### config.mk
export PLATFORM = sky130hd
export DESIGN_NAME = ddr_deserializer_flat
export DESIGN_NICKNAME = d
export VERILOG_FILES = /design/src/rtl/ddr_deser_pkg.sv /design/src/rtl/ddr_deserializer_if.sv /design/src/rtl/ddr_in_pair.sv /design/src/rtl/ddr_deserializer.sv /design/src/flat_wrapper.sv
export SDC_FILE = /design/constraint.sdc
export NUM_CORES = 1
export LEC_CHECK = 0
export ABC_CLOCK_PERIOD_IN_PS = 2350
export BUFFER_PORTS_ARGS = -buffer_cell sky130_fd_sc_hd__buf_2
export CAP_MARGIN = 40
export CELL_PAD_IN_SITES_DETAIL_PLACEMENT = 1
export CELL_PAD_IN_SITES_GLOBAL_PLACEMENT = 1
export CORE_ASPECT_RATIO = 1.2
export CORE_MARGIN = 2
export CORE_UTILIZATION = 28
export CTS_BUF_LIST = sky130_fd_sc_hd__clkbuf_16
export DETAILED_ROUTE_END_ITERATION = 10
export MAX_ROUTING_LAYER = met4
export PLACE_DENSITY = 0.67
export SYNTH_ARGS = -nofsm -noshare
export SYNTH_HDL_FRONTEND = slang
export SYNTH_SLANG_ARGS = --single-unit
### constraint.sdc
create_clock -name clk -period 2.35 [get_ports clk]
set_input_delay 0.47 -clock clk [delete_from_list [all_inputs] [get_ports clk]]
set_output_delay 0.47 -clock clk [all_outputs]
set_load 0.01 [all_outputs]
### src/rtl/ddr_deser_pkg.sv
// Shared sizing helpers for the DDR input deserializer.
// Widths are derived from the bus width and the pairs-per-word ratio.
package ddr_deser_pkg;

    function automatic int out_width(input int data_width, input int ratio);
        return 2 * data_width * ratio;
    endfunction

    function automatic int cnt_width(input int ratio);
        return (ratio <= 1) ? 1 : $clog2(ratio);
    endfunction

    // LSB position of assembly slot 'slot'; a slot holds one rise/fall pair.
    function automatic int slot_lsb(input int data_width, input int slot);
        return 2 * data_width * slot;
    endfunction

endpackage

### src/rtl/ddr_deserializer_if.sv
// Data/handshake bundle between the DDR deserializer and its neighbours.
// 'slave' is the deserializer side, 'master' drives DDR data and consumes words.
interface ddr_deserializer_if
    import ddr_deser_pkg::*;
#(
    parameter int DATA_WIDTH = 1,
    parameter int RATIO      = 4
);
    logic [DATA_WIDTH-1:0]                        din;
    logic                                         din_en;
    logic                                         bitslip;
    logic [out_width(DATA_WIDTH, RATIO)-1:0]      dout_data;
    logic                                         dout_vld;
    logic                                         dout_rd;
    logic                                         overflow;
    logic                                         overflow_clr;

    modport slave (
        input  din, din_en, bitslip, dout_rd, overflow_clr,
        output dout_data, dout_vld, overflow
    );

    modport master (
        output din, din_en, bitslip, dout_rd, overflow_clr,
        input  dout_data, dout_vld, overflow
    );
endinterface

### src/rtl/ddr_in_pair.sv
// Dual-edge input capture: rise sample and qualifier on the rising edge,
// fall sample on the falling edge. Only logic in the design on the falling edge.
module ddr_in_pair #(
    parameter int DATA_WIDTH = 1
) (
    input  logic                  clk,
    input  logic                  rst_n,
    input  logic [DATA_WIDTH-1:0] din,
    input  logic                  din_en,
    output logic [DATA_WIDTH-1:0] rise_q,
    output logic [DATA_WIDTH-1:0] fall_q,
    output logic                  en_q
);
    logic [DATA_WIDTH-1:0] rise_d;
    logic [DATA_WIDTH-1:0] fall_d;
    logic                  en_d;

    always_comb begin
        rise_d = din;
        fall_d = din;
        en_d   = din_en;
    end

    always_ff @(posedge clk) begin
        if (!rst_n) begin
            rise_q <= '0;
            en_q   <= 1'b0;
        end else begin
            rise_q <= rise_d;
            en_q   <= en_d;
        end
    end

    always_ff @(negedge clk) begin
        if (!rst_n) begin
            fall_q <= '0;
        end else begin
            fall_q <= fall_d;
        end
    end
endmodule

### src/rtl/ddr_deserializer.sv
// DDR-to-SDR deserializer: packs RATIO rise/fall pairs (first pair in the LSBs)
// into one word, offered on a valid/ready output with sticky overflow.
module ddr_deserializer
    import ddr_deser_pkg::*;
#(
    parameter int DATA_WIDTH = 1,
    parameter int RATIO      = 4
) (
    input  logic              clk,
    input  logic              rst_n,
    ddr_deserializer_if.slave bus
);
    localparam int OUT_WIDTH  = out_width(DATA_WIDTH, RATIO);
    localparam int CNT_WIDTH  = cnt_width(RATIO);
    localparam int PAIR_WIDTH = 2 * DATA_WIDTH;
    localparam logic [CNT_WIDTH-1:0] CNT_LAST = CNT_WIDTH'(RATIO - 1);

    logic [DATA_WIDTH-1:0] rise_q;
    logic [DATA_WIDTH-1:0] fall_q;
    logic                  en_q;

    ddr_in_pair #(.DATA_WIDTH(DATA_WIDTH)) u_in_pair (
        .clk    (clk),
        .rst_n  (rst_n),
        .din    (bus.din),
        .din_en (bus.din_en),
        .rise_q (rise_q),
        .fall_q (fall_q),
        .en_q   (en_q)
    );

    logic [PAIR_WIDTH-1:0] pair;
    logic                  pair_vld;
    logic                  word_done;
    logic                  xfer;

    logic [CNT_WIDTH-1:0]  cnt_q, cnt_d;
    logic [OUT_WIDTH-1:0]  slots_q, slots_d;
    logic [OUT_WIDTH-1:0]  dout_data_q, dout_data_d;
    logic                  dout_vld_q, dout_vld_d;
    logic                  overflow_q, overflow_d;

    always_comb begin
        pair      = {rise_q, fall_q};
        // A bitslip cycle swallows the pair even when it is enabled.
        pair_vld  = en_q && !bus.bitslip;
        word_done = pair_vld && (cnt_q == CNT_LAST);
        xfer      = dout_vld_q && bus.dout_rd;

        cnt_d       = cnt_q;
        slots_d     = slots_q;
        dout_data_d = dout_data_q;
        dout_vld_d  = dout_vld_q;
        overflow_d  = overflow_q;

        if (pair_vld) begin
            slots_d[slot_lsb(DATA_WIDTH, int'(cnt_q)) +: PAIR_WIDTH] = pair;
            cnt_d = word_done ? '0 : cnt_q + CNT_WIDTH'(1);
        end

        // A completing word may replace the one being transferred this cycle.
        if (word_done && (!dout_vld_q || bus.dout_rd)) begin
            dout_data_d = slots_d;
            dout_vld_d  = 1'b1;
        end else if (xfer) begin
            dout_vld_d  = 1'b0;
        end

        if (word_done && dout_vld_q && !bus.dout_rd) begin
            overflow_d = 1'b1;
        end else if (bus.overflow_clr) begin
            overflow_d = 1'b0;
        end
    end

    always_ff @(posedge clk) begin
        if (!rst_n) begin
            cnt_q       <= '0;
            slots_q     <= '0;
            dout_data_q <= '0;
            dout_vld_q  <= 1'b0;
            overflow_q  <= 1'b0;
        end else begin
            cnt_q       <= cnt_d;
            slots_q     <= slots_d;
            dout_data_q <= dout_data_d;
            dout_vld_q  <= dout_vld_d;
            overflow_q  <= overflow_d;
        end
    end

    assign bus.dout_data = dout_data_q;
    assign bus.dout_vld  = dout_vld_q;
    assign bus.overflow  = overflow_q;
endmodule

### src/flat_wrapper.sv
// flat-port wrapper written by rule: the top's interface ports become plain ports
module ddr_deserializer_flat import ddr_deser_pkg::*;
#(
    parameter int DATA_WIDTH = 1,
    parameter int RATIO      = 4
)
  (clk, rst_n, bus_din, bus_din_en, bus_bitslip, bus_dout_rd, bus_overflow_clr, bus_dout_data, bus_dout_vld, bus_overflow);
  ddr_deserializer_if #(.DATA_WIDTH(DATA_WIDTH), .RATIO(RATIO)) bus_i ();
  input  logic clk;
  input  logic rst_n;
  input wire logic [$bits(bus_i.din)-1:0] bus_din;
  input wire logic [$bits(bus_i.din_en)-1:0] bus_din_en;
  input wire logic [$bits(bus_i.bitslip)-1:0] bus_bitslip;
  input wire logic [$bits(bus_i.dout_rd)-1:0] bus_dout_rd;
  input wire logic [$bits(bus_i.overflow_clr)-1:0] bus_overflow_clr;
  output wire logic [$bits(bus_i.dout_data)-1:0] bus_dout_data;
  output wire logic [$bits(bus_i.dout_vld)-1:0] bus_dout_vld;
  output wire logic [$bits(bus_i.overflow)-1:0] bus_overflow;
  assign bus_i.din = bus_din;
  assign bus_i.din_en = bus_din_en;
  assign bus_i.bitslip = bus_bitslip;
  assign bus_i.dout_rd = bus_dout_rd;
  assign bus_i.overflow_clr = bus_overflow_clr;
  assign bus_dout_data = bus_i.dout_data;
  assign bus_dout_vld = bus_i.dout_vld;
  assign bus_overflow = bus_i.overflow;
  ddr_deserializer #(.DATA_WIDTH(DATA_WIDTH), .RATIO(RATIO)) u_core (.clk(clk), .rst_n(rst_n), .bus(bus_i));
endmodule
==> results of run 1 <==
power breakdown:
| part | total (µW) | internal (µW) | switching, µW | leakage (µW) |
|---|---|---|---|---|
| clock network | 373 | 229 | 143 | 0.0000476 |
| registers | 368 | 361 | 7.24 | 0.000170 |
| logic | 45.3 | 20.3 | 25.0 | 0.000265 |
worst max path at each step:
stage | to | slack, ns | cells past startpoint
finish | u_core.bus.dout_data[2]$_SDFFE_PN0P_ | 0.01 | 2
floorplan | u_core.bus.dout_data[2]$_SDFFE_PN0P_ | 0.06 | 2
detailed placement | u_core.bus.dout_data[2]$_SDFFE_PN0P_ | 0.05 | 2
global route | u_core.bus.dout_data[2]$_SDFFE_PN0P_ | -0.05 | 2
CTS | u_core.bus.dout_data[2]$_SDFFE_PN0P_ | 0.0001 | 2
global placement | u_core.bus.dout_data[2]$_SDFFE_PN0P_ | 0.07 | 2
critical path, cell delays in order (launching register included):
cell      delay, ns
dfxtp_2        0.31
or4b_4         0.47
a311oi_2       0.23
what timing repair did:
action | in CTS | in global routing
endpoints found under the setup margin | 1 | 2
pin swaps | 1 | 1
hold endpoints to repair | 0 | 0
gates resized for setup | 1 | 3
sequential cells by signal, summed over array words and instances (netlist names):
register and count:
u_core.bus.dout_data 8, u_core.slots_q 6, u_core.cnt_q 2, u_core.bus.dout_vld 1, u_core.bus.overflow 1, u_core.u_in_pair.en_q 1, u_core.u_in_pair.fall_q 1, u_core.u_in_pair.rise_q 1
stage by stage:
step / utilization / area, µm²
2_1_floorplan: - / 987.2
3_3_place_gp: 0.3315 / 1116
3_5_place_dp: 0.3315 / 1116
4_1_cts: 0.3553 / 1196
5_1_grt: 0.3590 / 1209
6_report: 0.3590 / 1209
metal layers:
layer / track usage / vias to the layer above / wire length, µm
li1: - / 408 / -
met4: 0.05685 / 0 / 42
met3: 0.02251 / 5 / 74
met2: 0.2285 / 15 / 1287
met5: - / - / 0
met1: 0.1587 / 412 / 1105
area by class of cell:
type | instances | area (µm²)
Tap cell | 37 | 46.29
Multi-Input combinational cell | 73 | 540.5
Clock inverter | 2 | 7.507
Timing Repair Buffer | 19 | 102.6
Fill cell | 397 | 2158
Inverter | 4 | 15.01
Sequential cell | 21 | 421.7
Clock buffer | 3 | 75.07
kinds of logic (layout without fill, tap and decap cells):
kind of cell | count (synthesis) | after routing | synth area share
AO/OA/AOI/OAI | 21 | 21 | 0.1508
flip-flops | 21 | 21 | 0.4259
multiplexers | 1 | 1 | 0.01014
adder cells (fa/ha/maj) | 5 | 5 | 0.06337
AND/OR/NAND/NOR | 46 | 46 | 0.3105
buffers and inverters | 10 | 28 | 0.03928
layout by cell type (no fill, tap or decap):
cell       synthesis  routed
nand2b_1           8       8
a311oi_1           3       3
a32oi_1            1       1
a311oi_2           1       1
a2bb2oi_1          1       1
or4b_4             1       1
a21oi_1           10      10
o221a_2            2       2
and3_4             0       1
nand4b_1           1       1
nand4_1            4       4
clkbuf_16          0       3
inv_1              5       6
mux2i_1            1       1
nand2_1            7       7
nand3b_4           1       1
and2_2             1       1
nand3_1            2       2
o21a_1             1       1
nor4bb_1           3       3
buf_2              1      16
nand3b_1           4       4
and3b_2            2       2
nor2b_1            2       1
dfxtp_1           21      20
o21ai_0            2       2
dfxtp_2            0       1
buf_4              0       3
nor4b_1            1       1
and2_1             3       3
nor2b_4            0       1
ha_1               5       5
nor2_1             5       5
==> impl_metrics.py, run 1 <==
metrics = {
    "synth": {
        "yosysMostFrequentCell": "dfxtp_1",
        "syn_area_per_cell_um2": 9.492,
        "netlist_area_um2": 987.2,
        "syn_inst": 104,
        "ys_seq_elements": 21,
        "yosysWarnings": 0,
        "synth_top_cell_area_share": 0.4259,
        "seq_area_frac_synth": 0.4259,
        "syn_nets": 116,
        "ys_top_cells_by_count": "dfxtp_1, a21oi_1, nand2b_1",
        "synth_ff_type": "dfxtp_1",
        "ys_top_cells_by_area": "dfxtp_1, ha_1, a21oi_1",
        "synthArstFlopShare": 0,
        "synth-edff-count": 0,
        "yosysTopAreaCell": "dfxtp_1",
        "synth_cell_types": 30,
    },
    "timing": {
        "hold_viol_final": 0,
        "slew_violations": 0,
        "tns_ns": 0,
        "worst_slack_ns": 0.01019,
        "rsz0062_at_grt": "true",
        "slew_headroom": 0.6653,
        "setup_viol": 0,
        "hold_ws_ns": 0.4164,
        "tightest_slew_ns": 0.4953,
        "fin_skew_ns": 0.07401,
    },
    "cts": {
        "post_cts_buffers": 0,
        "clkSlewWorstSetupHoldPaths_ns": 0.06,
        "clkLatencyLatePin_ns": 0.33,
        "cts_tree": "built",
        "root_buffer": "clkbuf_16",
        "cts.path.max_buffers": 2,
        "hold_buffers": 0,
        "cts.sinks": 21,
        "cts_buffers": 3,
        "h-tree-depth": 1,
    },
    "critical_path": {
        "reg2reg_depth": 2,
        "cp-start-kind": "register",
        "endpoint_kind": "register",
        "reg2reg_to": "u_core.bus.dout_data[2]$_SDFFE_PN0P_",
        "r2r_slack_ns": 0.01,
        "cp.arrival_ns": 2.51,
        "worst-setup-path-type": "reg -> reg",
        "startpoint": "u_core.u_in_pair.fall_q$_DFF_N_",
        "critPathRequiredTime_ns": 2.52,
        "crit_fanout": 2,
        "r2r-start": "u_core.u_in_pair.fall_q$_DFF_N_",
    },
    "final_layout": {
        "area_growth_pct": 22.43,
        "instances_no_fill": 159,
        "drive_gt1_frac": 0.2705,
        "fin_nets": 135,
        "diodes": 0,
    },
    "global_routing": {
        "grt_pass1_wl_mm": 4.160,
        "gr-total-overflow": 0,
        "grt_pass1_vias": 889,
        "grt_max_degree": 14,
        "grt_use_total": 0.1367,
        "grt_antenna_before_repair": 0,
    },
    "min_path": {
        "hold_class": "in -> reg",
        "hp-start": "bus_din_en",
        "holdPathStages": 2,
        "hold_end": "u_core.u_in_pair.en_q$_SDFF_PN0_",
    },
    "route": {
        "drtIter0Drc": 14,
        "final_antenna_net_count": 0,
        "wl_per_cell_um": 15.78,
        "drt_wl_total_mm": 2.509,
        "drcViolationCount": 0,
        "vias_per_cell": 5.283,
        "vias": 840,
        "drt_pass1_iterations": 4,
    },
    "place": {
        "port_buffers": 16,
        "dp_hpwl_mm": 1.797,
        "dp.cells": 155,
        "place_ws_ns": 0.04924,
        "gp_congestion": 0.7778,
    },
    "floorplanning": {
        "row_count": 23,
        "start_util": 0.2932,
        "dieArea_um2": 4019,
        "ioPinCount": 17,
        "die_h_um": 69.05,
        "die_width_um": 58.21,
        "core_um2": 3367,
    },
    "pwr": {
        "power_uw": 786.2,
        "p_leak_uw": 0.0004833,
        "power.density_nw_per_um2": 650.5,
        "ir_drop_uv": 469.3,
    },
    "job": {
        "max-cap-violations": 0,
    },
    "status": {
        "status": "finished clean",
    },
}
Power figures use the tool's default switching activity.
==> inputs of run 2 (changes only) <==
- CORE_UTILIZATION: 28 -> 40
- PLACE_DENSITY: 0.67 -> 0.86
==> impl_metrics.py, run 2 (same netlist as run 1, synthesis figures left out) <==
metrics = {
    "timing": {
        "rsz0062_at_grt": "true",
        "setup_viol": 1,
        "hold_viol_final": 0,
        "slew_headroom": 0.6735,
        "worst_slack_ns": -0.01815,
        "slew_violations": 0,
        "fin_skew_ns": 0.08355,
        "tightest_slew_ns": 0.4829,
    },
    "pwr": {
        "seqPwrFrac": 0.477,
        "p_leak_uw": 0.0004854,
        "ir_drop_uv": 448.4,
        "intPower_uw": 610.2,
        "p_clk_frac": 0.463,
        "sw_frac_of_total": 0.2093,
        "power_uw": 771.7,
        "pwr-share-comb": 0.060,
        "power.switching_uw": 161.5,
        "power.density_nw_per_um2": 645.2,
    },
    "route": {
        "drcViolationCount": 0,
        "drt_pass1_iterations": 4,
        "vias": 851,
        "vias_per_cell": 5.562,
        "drtIter0Drc": 15,
        "final_antenna_net_count": 0,
        "wl_per_cell_um": 16.94,
        "drt_wl_total_mm": 2.592,
    },
    "final_layout": {
        "largest_reg_flops": 8,
        "area_growth_pct": 21.17,
        "drive_gt1_frac": 0.2623,
        "fin_nets": 135,
        "layout_commonest_cell": "dfxtp_1",
        "fin_util": 0.5187,
        "fill_cells": 284,
        "final_cell_mix": "dfxtp_1, buf_2, a21oi_1",
        "multi_input_area_um2": 535.5,
        "seq_area_um2": 421.7,
        "final_area_um2": 1196,
        "diodes": 0,
    },
    "critical_path": {
        "cp-start-kind": "register",
        "r2r-start": "u_core.u_in_pair.fall_q$_DFF_N_",
        "endpoint_kind": "register",
        "worst-setup-path-type": "reg -> reg",
        "startpoint": "u_core.u_in_pair.fall_q$_DFF_N_",
        "crit_fanout": 2,
        "cp.arrival_ns": 2.54,
        "critPathRequiredTime_ns": 2.52,
    },
    "floorplanning": {
        "die_width_um": 49.35,
        "core_um2": 2306,
        "die_h_um": 58.42,
        "ioPinCount": 17,
        "dieArea_um2": 2883,
        "start_util": 0.4281,
        "row_count": 19,
    },
    "place": {
        "placed_cell_area_um2": 1109,
        "dp_hpwl_mm": 1.753,
        "port_buffers": 16,
        "gp_congestion": 0.8347,
    },
    "global_routing": {
        "grt_pass1_vias": 948,
        "grt_max_degree": 14,
        "gr-total-overflow": 0,
        "grt_antenna_before_repair": 0,
        "grt_use_total": 0.2136,
        "grt_pass1_wl_mm": 4.519,
    },
    "cts": {
        "cts.path.max_buffers": 2,
        "clkLatencyLatePin_ns": 0.33,
        "cts_tree": "built",
        "cts_buffers": 3,
        "root_buffer": "clkbuf_16",
        "post_cts_buffers": 0,
        "h-tree-depth": 1,
        "clkSlewWorstSetupHoldPaths_ns": 0.06,
        "cts.sinks": 21,
    },
    "min_path": {
        "hp-start": "bus_din_en",
        "hold_class": "in -> reg",
    },
    "status": {
        "status": "complete, but fails checks",
        "violations": "setup timing",
    },
    "job": {
        "max-cap-violations": 0,
    },
}
-- run 2: cell counts in the layout (fill, tap and decap cells not counted) --
No cell type changed its count.
-- run 2: area by class of cell --
type                            instances  share of cell area
Multi-Input combinational cell         73              0.4477
Tap cell                               31             0.03243
Clock buffer                            3             0.06276
Timing Repair Buffer                   19             0.08577
Inverter                                4             0.01255
Sequential cell                        21              0.3525
Clock inverter                          2            0.006276
-- run 2: worst max-delay path: stages (launching register included) --
cell      delay, ns
dfxtp_2        0.32
or4b_4         0.47
a311oi_2       0.23
-- run 2: stage by stage --
step / setup slack [ns] / std cells / setup TNS, ns / hold WS, ns
2_1_floorplan: 0.06023 / 104 / 0 / 0.4368
3_3_place_gp: 0.07429 / 149 / 0 / 0.4418
3_5_place_dp: 0.05266 / 149 / 0 / 0.4536
4_1_cts: -0.02286 / 153 / -0.02286 / 0.4239
5_1_grt: -0.05621 / 153 / -0.06836 / 0.4362
6_report: -0.01815 / 153 / -0.01815 / 0.4221
-- run 2: power groups by stage --
stage	Combinational [µW]	Clock [µW]	Sequential (µW)
global route	50.8	385	369
detailed placement	43.6	5.33	375
global placement	41.3	5.33	375
finish	46.5	357	368
floorplan	27.7	5.33	373
CTS	46.5	361	368
-- run 2: timing repair --
| item | in CTS | in global routing |
|---|---|---|
| setup endpoints to repair | 2 | 2 |
| resized for setup | 3 | 0 |
| pin swaps | 2 | 0 |
| hold buffers | 0 | 0 |
-- run 2: worst paths after layout --
path,to,slack (ns),depth (start not counted)
worst max-delay path,u_core.bus.dout_data[2]$_SDFFE_PN0P_,-0.02,2
worst min-delay path,u_core.u_in_pair.en_q$_SDFF_PN0_,0.42,2
worst max register to register,u_core.bus.dout_data[2]$_SDFFE_PN0P_,-0.02,2
worst min register to register,u_core.slots_q[5]$_SDFF_PN0_,0.46,2
-- run 2: routing by layer --
metal	share of wire	GRT usage	vias to the layer above
li1	-	-	409
met1	0.42	0.2344	424
met2	0.54	0.3784	14
met3	0.028	0.02538	4
met4	0.012	0.1143	0
met5	0	-	-
==> inputs of run 3 (changes only) <==
--- a/config.mk
+++ b/config.mk
@@ -17,4 +17,4 @@
 export DETAILED_ROUTE_END_ITERATION = 10
-export MAX_ROUTING_LAYER = met4
 export PLACE_DENSITY = 0.86
+export SLEW_MARGIN = 20
 export SYNTH_ARGS = -nofsm -noshare
--- a/constraint.sdc
+++ b/constraint.sdc
@@ -3,2 +3,2 @@
 set_output_delay 0.47 -clock clk [all_outputs]
-set_load 0.01 [all_outputs]
+set_load 0.1 [all_outputs]
==> impl_metrics.py, run 3 (same netlist as run 1, synthesis figures left out) <==
metrics = {
    "global_routing": {
        "grt_use_met2": 0.3784,
        "gr-total-overflow": 0,
        "grt_use_total": 0.2057,
        "grt_pass1_vias": 955,
        "grt.busiest_layer": "met2",
        "met1_usage": 0.2297,
        "grt_max_degree": 14,
        "grt_antenna_before_repair": 0,
        "grt_pass1_wl_mm": 4.464,
        "grt_util_met3": 0.02538,
    },
    "critical_path": {
        "crit_fanout": 2,
        "worst-setup-path-type": "reg -> reg",
        "cp-start-kind": "register",
        "reg2reg_depth": 2,
        "r2r-start": "u_core.u_in_pair.fall_q$_DFF_N_",
        "startpoint": "u_core.u_in_pair.fall_q$_DFF_N_",
        "cp.arrival_ns": 2.54,
        "r2r_slack_ns": -0.02,
        "reg2reg_to": "u_core.bus.dout_data[2]$_SDFFE_PN0P_",
        "critPathRequiredTime_ns": 2.52,
        "critPathCapture": "u_core.bus.dout_data[2]$_SDFFE_PN0P_",
        "endpoint_kind": "register",
    },
    "cts": {
        "cts.sinks": 21,
        "cts_tree": "built",
        "cts_buffers": 3,
        "clkLatencyLatePin_ns": 0.33,
        "hold_buffers": 0,
        "root_buffer": "clkbuf_16",
        "clkSlewWorstSetupHoldPaths_ns": 0.06,
        "cts.path.max_buffers": 2,
        "h-tree-depth": 1,
        "post_cts_buffers": 0,
    },
    "timing": {
        "fin_skew_ns": 0.08445,
        "slew_violations": 0,
        "hold_viol_final": 0,
        "setup_viol": 1,
        "worst_slack_ns": -0.02422,
        "slew_headroom": 0.5891,
        "rsz0062_at_grt": "true",
        "tightest_slew_ns": 0.6081,
    },
    "floorplanning": {
        "dieArea_um2": 2883,
        "die_h_um": 58.42,
        "row_count": 19,
        "core_um2": 2306,
        "ioPinCount": 17,
        "start_util": 0.4281,
        "die_width_um": 49.35,
    },
    "final_layout": {
        "area_growth_pct": 21.67,
        "drive_gt1_frac": 0.2705,
        "fill_cells": 282,
        "instances_no_fill": 153,
        "largest_reg_flops": 8,
        "fin_util": 0.5209,
        "layout_commonest_cell": "dfxtp_1",
        "final_cell_mix": "dfxtp_1, buf_2, a21oi_1",
        "fin_nets": 135,
        "diodes": 0,
    },
    "status": {
        "violations": "setup timing",
        "status": "complete, but fails checks",
    },
    "pwr": {
        "sw_frac_of_total": 0.2107,
        "p_clk_frac": 0.463,
        "ir_drop_uv": 448.5,
        "intPower_uw": 610.1,
        "seqPwrFrac": 0.476,
        "power.density_nw_per_um2": 643.5,
        "power.switching_uw": 162.9,
        "pwr-share-comb": 0.061,
        "p_leak_uw": 0.0004833,
    },
    "place": {
        "dp.cells": 149,
        "dp_hpwl_mm": 1.753,
        "gp_congestion": 0.8224,
        "port_buffers": 16,
    },
    "job": {
        "max-cap-violations": 0,
    },
    "route": {
        "drt_pass1_iterations": 4,
        "vias_per_cell": 5.667,
        "final_antenna_net_count": 0,
        "wl_per_cell_um": 17.24,
        "drt_wl_total_mm": 2.638,
        "drtIter0Drc": 23,
        "vias": 867,
        "drcViolationCount": 0,
    },
    "min_path": {
        "hold_class": "in -> reg",
    },
}
[run 3: timing repair]
item                       in CTS  in global routing
hold endpoints to repair        0                  0
setup endpoints to repair       2                  2
pin swaps                       2                  0
resized for setup               3                  1
[run 3: layout make-up]
cell class	instances	area (µm²)	area share
multi-input combinational	73	540.5	0.4500
sequential	21	421.7	0.3510
timing repair buffer	19	102.6	0.08542
clock buffer	3	75.07	0.06250
tap	31	38.79	0.03229
inverter	4	15.01	0.01250
clock inverter	2	7.507	0.006250
[run 3: worst min path at each step]
stage	depth (start not counted)	slack (ns)	endpoint	start
after global routing	2	0.44	u_core.u_in_pair.en_q$_SDFF_PN0_	bus_din_en
after CTS	2	0.42	u_core.u_in_pair.en_q$_SDFF_PN0_	bus_din_en
after detailed placement	2	0.45	u_core.slots_q[0]$_SDFF_PN0_	u_core.slots_q[0]$_SDFF_PN0_
after global placement	2	0.44	u_core.bus.dout_data[7]$_SDFFE_PN0P_	u_core.bus.dout_data[7]$_SDFFE_PN0P_
after floorplan	2	0.44	u_core.slots_q[0]$_SDFF_PN0_	u_core.slots_q[0]$_SDFF_PN0_
final	2	0.42	u_core.u_in_pair.en_q$_SDFF_PN0_	bus_din_en
[run 3: power groups by stage]
stage	sequential, µW	clock (µW)	combinational (µW)
floorplan	373	5.33	27.7
global placement	375	5.33	41.5
detailed placement	375	5.33	43.8
CTS	368	361	46.7
global route	369	385	51.0
finish	368	358	47.0
[run 3: routing by layer]
layer | vias up | wire (µm)
met3 | 4 | 102
met1 | 431 | 1075
met5 | - | 0
li1 | 411 | -
met4 | 0 | 30
met2 | 21 | 1429
[run 3: worst max-delay path, cell delays in order (launching register included)]
cell,delay [ns]
dfxtp_2,0.33
or4b_4,0.47
a311oi_2,0.23
[run 3: per-stage QoR]
stage	total power (µW)	setup slack, ns	TNS [ns]	area, µm²	hold slack, ns
after floorplan	406.3	0.05993	0	987.2	0.4368
after global placement	421.6	0.07429	0	1109	0.4418
after detailed placement	423.9	0.05266	0	1109	0.4536
after CTS	775.7	-0.02286	-0.02286	1196	0.4239
after global routing	804.2	-0.05620	-0.08274	1201	0.4362
final	773.0	-0.02422	-0.02422	1201	0.4242
